[src/rtl/usig_offset_cal.sv]
// Unsigned-to-signed sample conversion with on-demand zero-offset calibration.
// Calibration averages 2^CAL_LOG2 valid samples taken with the inverter idle.
//
// state | meaning
// ------+--------------------------------------------------------
// IDLE  | uncalibrated, converting with the current (mid-scale) offset
// CAL   | accumulating calibration samples, out_valid held low
// RUN   | calibrated, converting with the measured offset
module usig_offset_cal #(
  parameter int W_IN     = 16,
  parameter int CAL_LOG2 = 4
) (
  input  logic            clk,
  input  logic            rst_n,
  input  logic [W_IN-1:0] in_data,
  input  logic            in_valid,
  input  logic            cal_start,
  output logic [W_IN-1:0] out_data,
  output logic            out_valid,
  output logic [W_IN-1:0] offset,
  output logic            cal_done,
  output logic            cal_ok,
  output logic            busy
);

  localparam int ACC_W = W_IN + CAL_LOG2;
  localparam logic [W_IN-1:0] MID_SCALE = {1'b1, {(W_IN-1){1'b0}}};
  localparam logic [W_IN-1:0] SAT_POS   = {1'b0, {(W_IN-1){1'b1}}};
  localparam logic [W_IN-1:0] SAT_NEG   = {1'b1, {(W_IN-1){1'b0}}};

  typedef enum logic [1:0] {ST_IDLE, ST_CAL, ST_RUN} state_t;

  state_t                state_q, state_d;
  logic [ACC_W-1:0]      acc_q, acc_d;
  logic [CAL_LOG2-1:0]   cnt_q, cnt_d;
  logic [W_IN-1:0]       offset_q, offset_d;
  logic [W_IN-1:0]       out_data_q, out_data_d;
  logic                  out_valid_q, out_valid_d;
  logic                  cal_done_q, cal_done_d;
  logic                  cal_ok_q, cal_ok_d;

  logic signed [W_IN:0]  diff;
  logic [W_IN-1:0]       sat_data;
  logic [ACC_W-1:0]      acc_sum;

  // Difference is one bit wider than the inputs, so the two top bits
  // disagree exactly when the result does not fit in W_IN signed bits.
  always_comb begin
    diff = $signed({1'b0, in_data}) - $signed({1'b0, offset_q});
    if (diff[W_IN] != diff[W_IN-1]) begin
      sat_data = diff[W_IN] ? SAT_NEG : SAT_POS;
    end else begin
      sat_data = diff[W_IN-1:0];
    end
    acc_sum = acc_q + {{CAL_LOG2{1'b0}}, in_data};
  end

  always_comb begin
    state_d     = state_q;
    acc_d       = acc_q;
    cnt_d       = cnt_q;
    offset_d    = offset_q;
    out_data_d  = out_data_q;
    out_valid_d = 1'b0;
    cal_done_d  = 1'b0;
    cal_ok_d    = cal_ok_q;

    case (state_q)
      ST_IDLE, ST_RUN: begin
        out_valid_d = in_valid;
        if (in_valid) begin
          out_data_d = sat_data;
        end
        if (cal_start) begin
          state_d = ST_CAL;
          acc_d   = '0;
          cnt_d   = '0;
        end
      end
      ST_CAL: begin
        if (in_valid) begin
          if (cnt_q == {CAL_LOG2{1'b1}}) begin
            offset_d   = acc_sum[ACC_W-1:CAL_LOG2];
            cal_done_d = 1'b1;
            cal_ok_d   = 1'b1;
            state_d    = ST_RUN;
          end else begin
            acc_d = acc_sum;
            cnt_d = cnt_q + 1'b1;
          end
        end
      end
      default: begin
        state_d = ST_IDLE;
      end
    endcase
  end

  always_ff @(posedge clk or negedge rst_n) begin
    if (!rst_n) begin
      state_q     <= ST_IDLE;
      acc_q       <= '0;
      cnt_q       <= '0;
      offset_q    <= MID_SCALE;
      out_data_q  <= '0;
      out_valid_q <= 1'b0;
      cal_done_q  <= 1'b0;
      cal_ok_q    <= 1'b0;
    end else begin
      state_q     <= state_d;
      acc_q       <= acc_d;
      cnt_q       <= cnt_d;
      offset_q    <= offset_d;
      out_data_q  <= out_data_d;
      out_valid_q <= out_valid_d;
      cal_done_q  <= cal_done_d;
      cal_ok_q    <= cal_ok_d;
    end
  end

  assign out_data  = out_data_q;
  assign out_valid = out_valid_q;
  assign offset    = offset_q;
  assign cal_done  = cal_done_q;
  assign cal_ok    = cal_ok_q;
  assign busy      = (state_q == ST_CAL);

endmodule

[config.mk]
export PLATFORM = sky130hd
export DESIGN_NAME = usig_offset_cal
export DESIGN_NICKNAME = d
export VERILOG_FILES = /design/src/rtl/usig_offset_cal.sv
export SDC_FILE = /design/constraint.sdc
export NUM_CORES = 1
export LEC_CHECK = 0
export ABC_CLOCK_PERIOD_IN_PS = 8200
export CAP_MARGIN = 20
export CORE_MARGIN = 5
export CORE_UTILIZATION = 50
export DETAILED_ROUTE_END_ITERATION = 8
export PLACE_DENSITY_LB_ADDON = 0.1
export RECOVER_POWER = 25
export SLEW_MARGIN = 25
export SYNTH_ARGS = -nofsm -noshare
export SYNTH_HDL_FRONTEND = slang
export SYNTH_SLANG_ARGS = --single-unit
export TNS_END_PERCENT = 100
[constraint.sdc]
create_clock -name clk -period 8.2 [get_ports clk]
set_input_delay 2.05 -clock clk [delete_from_list [all_inputs] [get_ports clk]]
set_output_delay 2.05 -clock clk [all_outputs]
set_load 0.05 [all_outputs]
==> load_flow_metrics.sql <==
INSERT INTO impl_metrics (metric_group, metric, value, unit) VALUES
('outcome', 'outcome', 'finished with violations', ''),
('outcome', 'violations', 'capacitance limit, slew limit', ''),
('floorplanning', 'io_pins', '56', ''),
('floorplanning', 'design.core.area', '8220', 'sq um'),
('synthesis', 'net_count_synth', '542', ''),
('floorplanning', 'die_x', '102', 'um'),
('drt', 'drt_pass1_iterations', '4', ''),
('placement', 'port-buffer-count', '55', ''),
('drt', 'routed_wl', '10.3', 'mm'),
('synthesis', 'ys_types', '57', ''),
('cts', 'ctsRootBufferMaster', 'clkbuf_8', ''),
('cts', 'ctsHtreeMaxLevel', '3', ''),
('synthesis', 'synth_async_sr_flop_share', '100', '%'),
('worst_setup_path', 'cpPeakStageDelay', '600', 'ps'),
('worst_setup_path', 'crit_chain', 'clkdlybuf4s50_1 -> inv_1 -> ha_1 -> inv_1 -> fa_1 -> a21o_1 -> a221oi_2 -> nor3_1 -> a2111o_1 -> a211oi_2 -> a311oi_1', ''),
('grt', 'antenna_found_initial', '0', ''),
('cts', 'worstSkewPairLatency', '340', 'ps'),
('worst_setup_path', 'cp_data_required_time', '8380', 'ps'),
('placement', 'preCtsSetupSlack', '2910', 'ps'),
('worst_setup_path', 'critPathMostFrequentCell', 'inv_1', ''),
('worst_setup_path', 'r2r-start', 'offset[0]', ''),
('cts', 'post-cts-setup-buffer-count', '0', ''),
('worst_setup_path', 'cp-end-kind', 'flip-flop', ''),
('synthesis', 'synth_edf_count', '0', ''),
('cts', 'cts.path.max_buffers', '2', ''),
('timing', 'timing.clock.skew', '6.77', 'ps'),
('worst_hold_path', 'hold_path.class', 'flip-flop to flip-flop', ''),
('timing', 'finalSetupTns', '0', 'ps'),
('finish', 'final_nets', '588', ''),
('cts', 'cts_tree', 'built', ''),
('finish', 'final_util', '61.3', '%'),
('synthesis', 'synth.cell_area', '4210', 'sq um'),
('synthesis', 'synth_cells', '487', ''),
('synthesis', 'synth_sequential_area_ratio', '36.3', '%'),
('cts', 'cts.sinks', '61', ''),
('flow_run', 'drv.max_cap_violation_count', '1', ''),
('grt', 'grt_pass1_wl', '17.3', 'mm'),
('worst_setup_path', 'timing.critical_path.buf_inv', '3', ''),
('timing', 'holdWs', '475', 'ps'),
('power_and_ir_drop', 'irDropWorstVdd', '134', 'uV'),
('worst_setup_path', 'critPathSlowestCell', 'a211oi_2', ''),
('worst_setup_path', 'critical_path.top_delay_family', 'compound AO/OA/AOI/OAI gates', ''),
('cts', 'cts_repair_resize_count', '0', ''),
('worst_setup_path', 'r2r_setup_slack', '5070', 'ps'),
('timing', 'number_of_slew_limit_violations_in_the_final_report', '62', ''),
('worst_hold_path', 'min-delay-start', 'cal_ok', ''),
('finish', 'antenna-diode-count', '0', ''),
('floorplanning', 'die_area', '10400', 'sq um'),
('timing', 'setup-violations-final', '0', ''),
('placement', 'place.detailed.hpwl', '7.73', 'mm'),
('drt', 'ant_nets', '0', ''),
('worst_setup_path', 'critical_path.startpoint', 'in_data[0]', ''),
('timing', 'fmax', '0.203', 'GHz'),
('finish', 'layout-area-overhead-vs-synth', '19.7', '%'),
('drt', 'detail_route.iter0.violations', '213', ''),
('floorplanning', 'fp-row-count', '33', ''),
('timing', 'timing.final.ws_setup', '3270', 'ps'),
('drt', 'route.detailed.drc', '0', ''),
('cts', 'clk_pin_slew_worst_paths', '70', 'ps'),
('grt', 'grt_util_all_layers', '21.1', '%'),
('power_and_ir_drop', 'leakage', '2.23', 'nW'),
('timing', 'post-route-min-period', '4930', 'ps'),
('timing', 'worstMarginPinSlew', '3270', 'ps'),
('synthesis', 'yosys_register_bits', '61', ''),
('worst_setup_path', 'timing.critical_path.from_type', 'primary input', ''),
('drt', 'detailroute.via_count', '3647', ''),
('worst_setup_path', 'crit_fanout', '11', ''),
('grt', 'first_global_vias', '3656', ''),
('timing', 'finalHoldViolCount', '0', ''),
('grt', 'globalRoute.totalOverflow', '0', ''),
('worst_setup_path', 'timing.setup.critical_path_class', 'primary input to flip-flop', '');
[sequential cells by signal, indices dropped and copies added, names as in the netlist]
register and count:
out_valid 1, cal_done 1, state_q 2, out_data 16, acc_q 20, cnt_q 4
offset 16, cal_ok 1
[Yosys cell counts, drive strengths merged (8+ instances only)]
library cell	number	share of area [%]
nand3	33	3.9
a311oi	12	2.6
nor3	10	1.2
and3	8	1.2
nand2b	12	1.8
nor2	35	3.1
a21oi	21	2.5
xnor2	16	3.3
o21ai	40	4.8
xor2	9	1.9
clkbuf	18	1.6
a21o	15	2.7
inv	30	2.7
dfrtp	60	36
ha	33	9.8
nand2	47	4.2
[metal layers]
| layer | share of wire [%] | track usage, % | vias up | wire [um] |
|---|---|---|---|---|
| li1 | - | - | 1845 | - |
| met1 | 46 | 27.2 | 1710 | 4710 |
| met2 | 48 | 35.4 | 76 | 4920 |
| met3 | 4.5 | 4.41 | 16 | 465 |
| met4 | 1.8 | 7.06 | 0 | 189 |
| met5 | 0 | 0 | - | 0 |
[kinds of logic after synthesis]
family                     count (synthesis)  share of synthesized area, %
AOI/OAI and AO/OA                        136                          22.3
xor gates and xnor gates                  25                          5.20
adders and majority gates                 35                          10.8
buffers and inverters                     53                          4.87
DFF                                       61                          36.3
muxes                                      2                         0.535
and+or+nand+nor                          175                          20.1
[power breakdown]
part / switching, mW / leakage (nW) / total, mW / internal [mW]
clock: 0.122 / 0.116 / 0.308 / 0.187
combinational: 0.413 / 1.35 / 0.674 / 0.260
sequential: 0.0537 / 0.758 / 0.435 / 0.381
total: 0.589 / 2.23 / 1.42 / 0.828
[placed cells by master, fill, tap and decap left out, types with 3 or more instances in the layout]
cell and count:
nand3_1 33, and2_1 6, nand2b_1 12, clkdlybuf4s50_1 54, nor2b_1 7, o211ai_1 4, nor3_1 10, o21ai_0 39
nor2_1 35, xor2_1 9, clkbuf_8 11, nand2_1 47, dfrtp_1 60, o31ai_1 5, xnor2_1 16, or3_1 5
ha_1 33, a311oi_1 11, and3_1 8, a21o_1 15, a211oi_1 3, nand4_1 3, a21oi_1 21, a31oi_1 5
inv_1 30, o2111ai_1 3, o21a_1 5
[path summary, 6_finish.rpt]
check | to | cells past startpoint
setup / recovery | out_data[4] | 11
setup reg to reg | out_data[4] | 9
hold / removal | cal_ok | 1
max in group asynchronous | cnt_q[0] | 2
hold reg to reg | cal_ok | 1
min in group asynchronous | out_data[15] | 2
[area by class of cell]
cell class                 count  area (sq um)  share of cell area, %
timing repair buffer          58           564                   11.2
tap                          105           131                   2.61
inverter                      30           113                   2.23
clock inverter                 4          70.1                   1.39
multi-input combinational    373          2480                   49.2
clock buffer                  12           155                   3.08
sequential                    61          1530                   30.3
[through the flow]
stage | std cells | total power [mW] | instance area, sq um
6_report | 643 | 1.42 | 5040
5_1_grt | 643 | 1.53 | 5040
4_1_cts | 643 | 1.43 | 5040
3_5_place_dp | 627 | 1.12 | 4820
3_3_place_gp | 627 | 1.10 | 4820
2_1_floorplan | 487 | 0.938 | 4210
(Power assumes the default switching activity.)
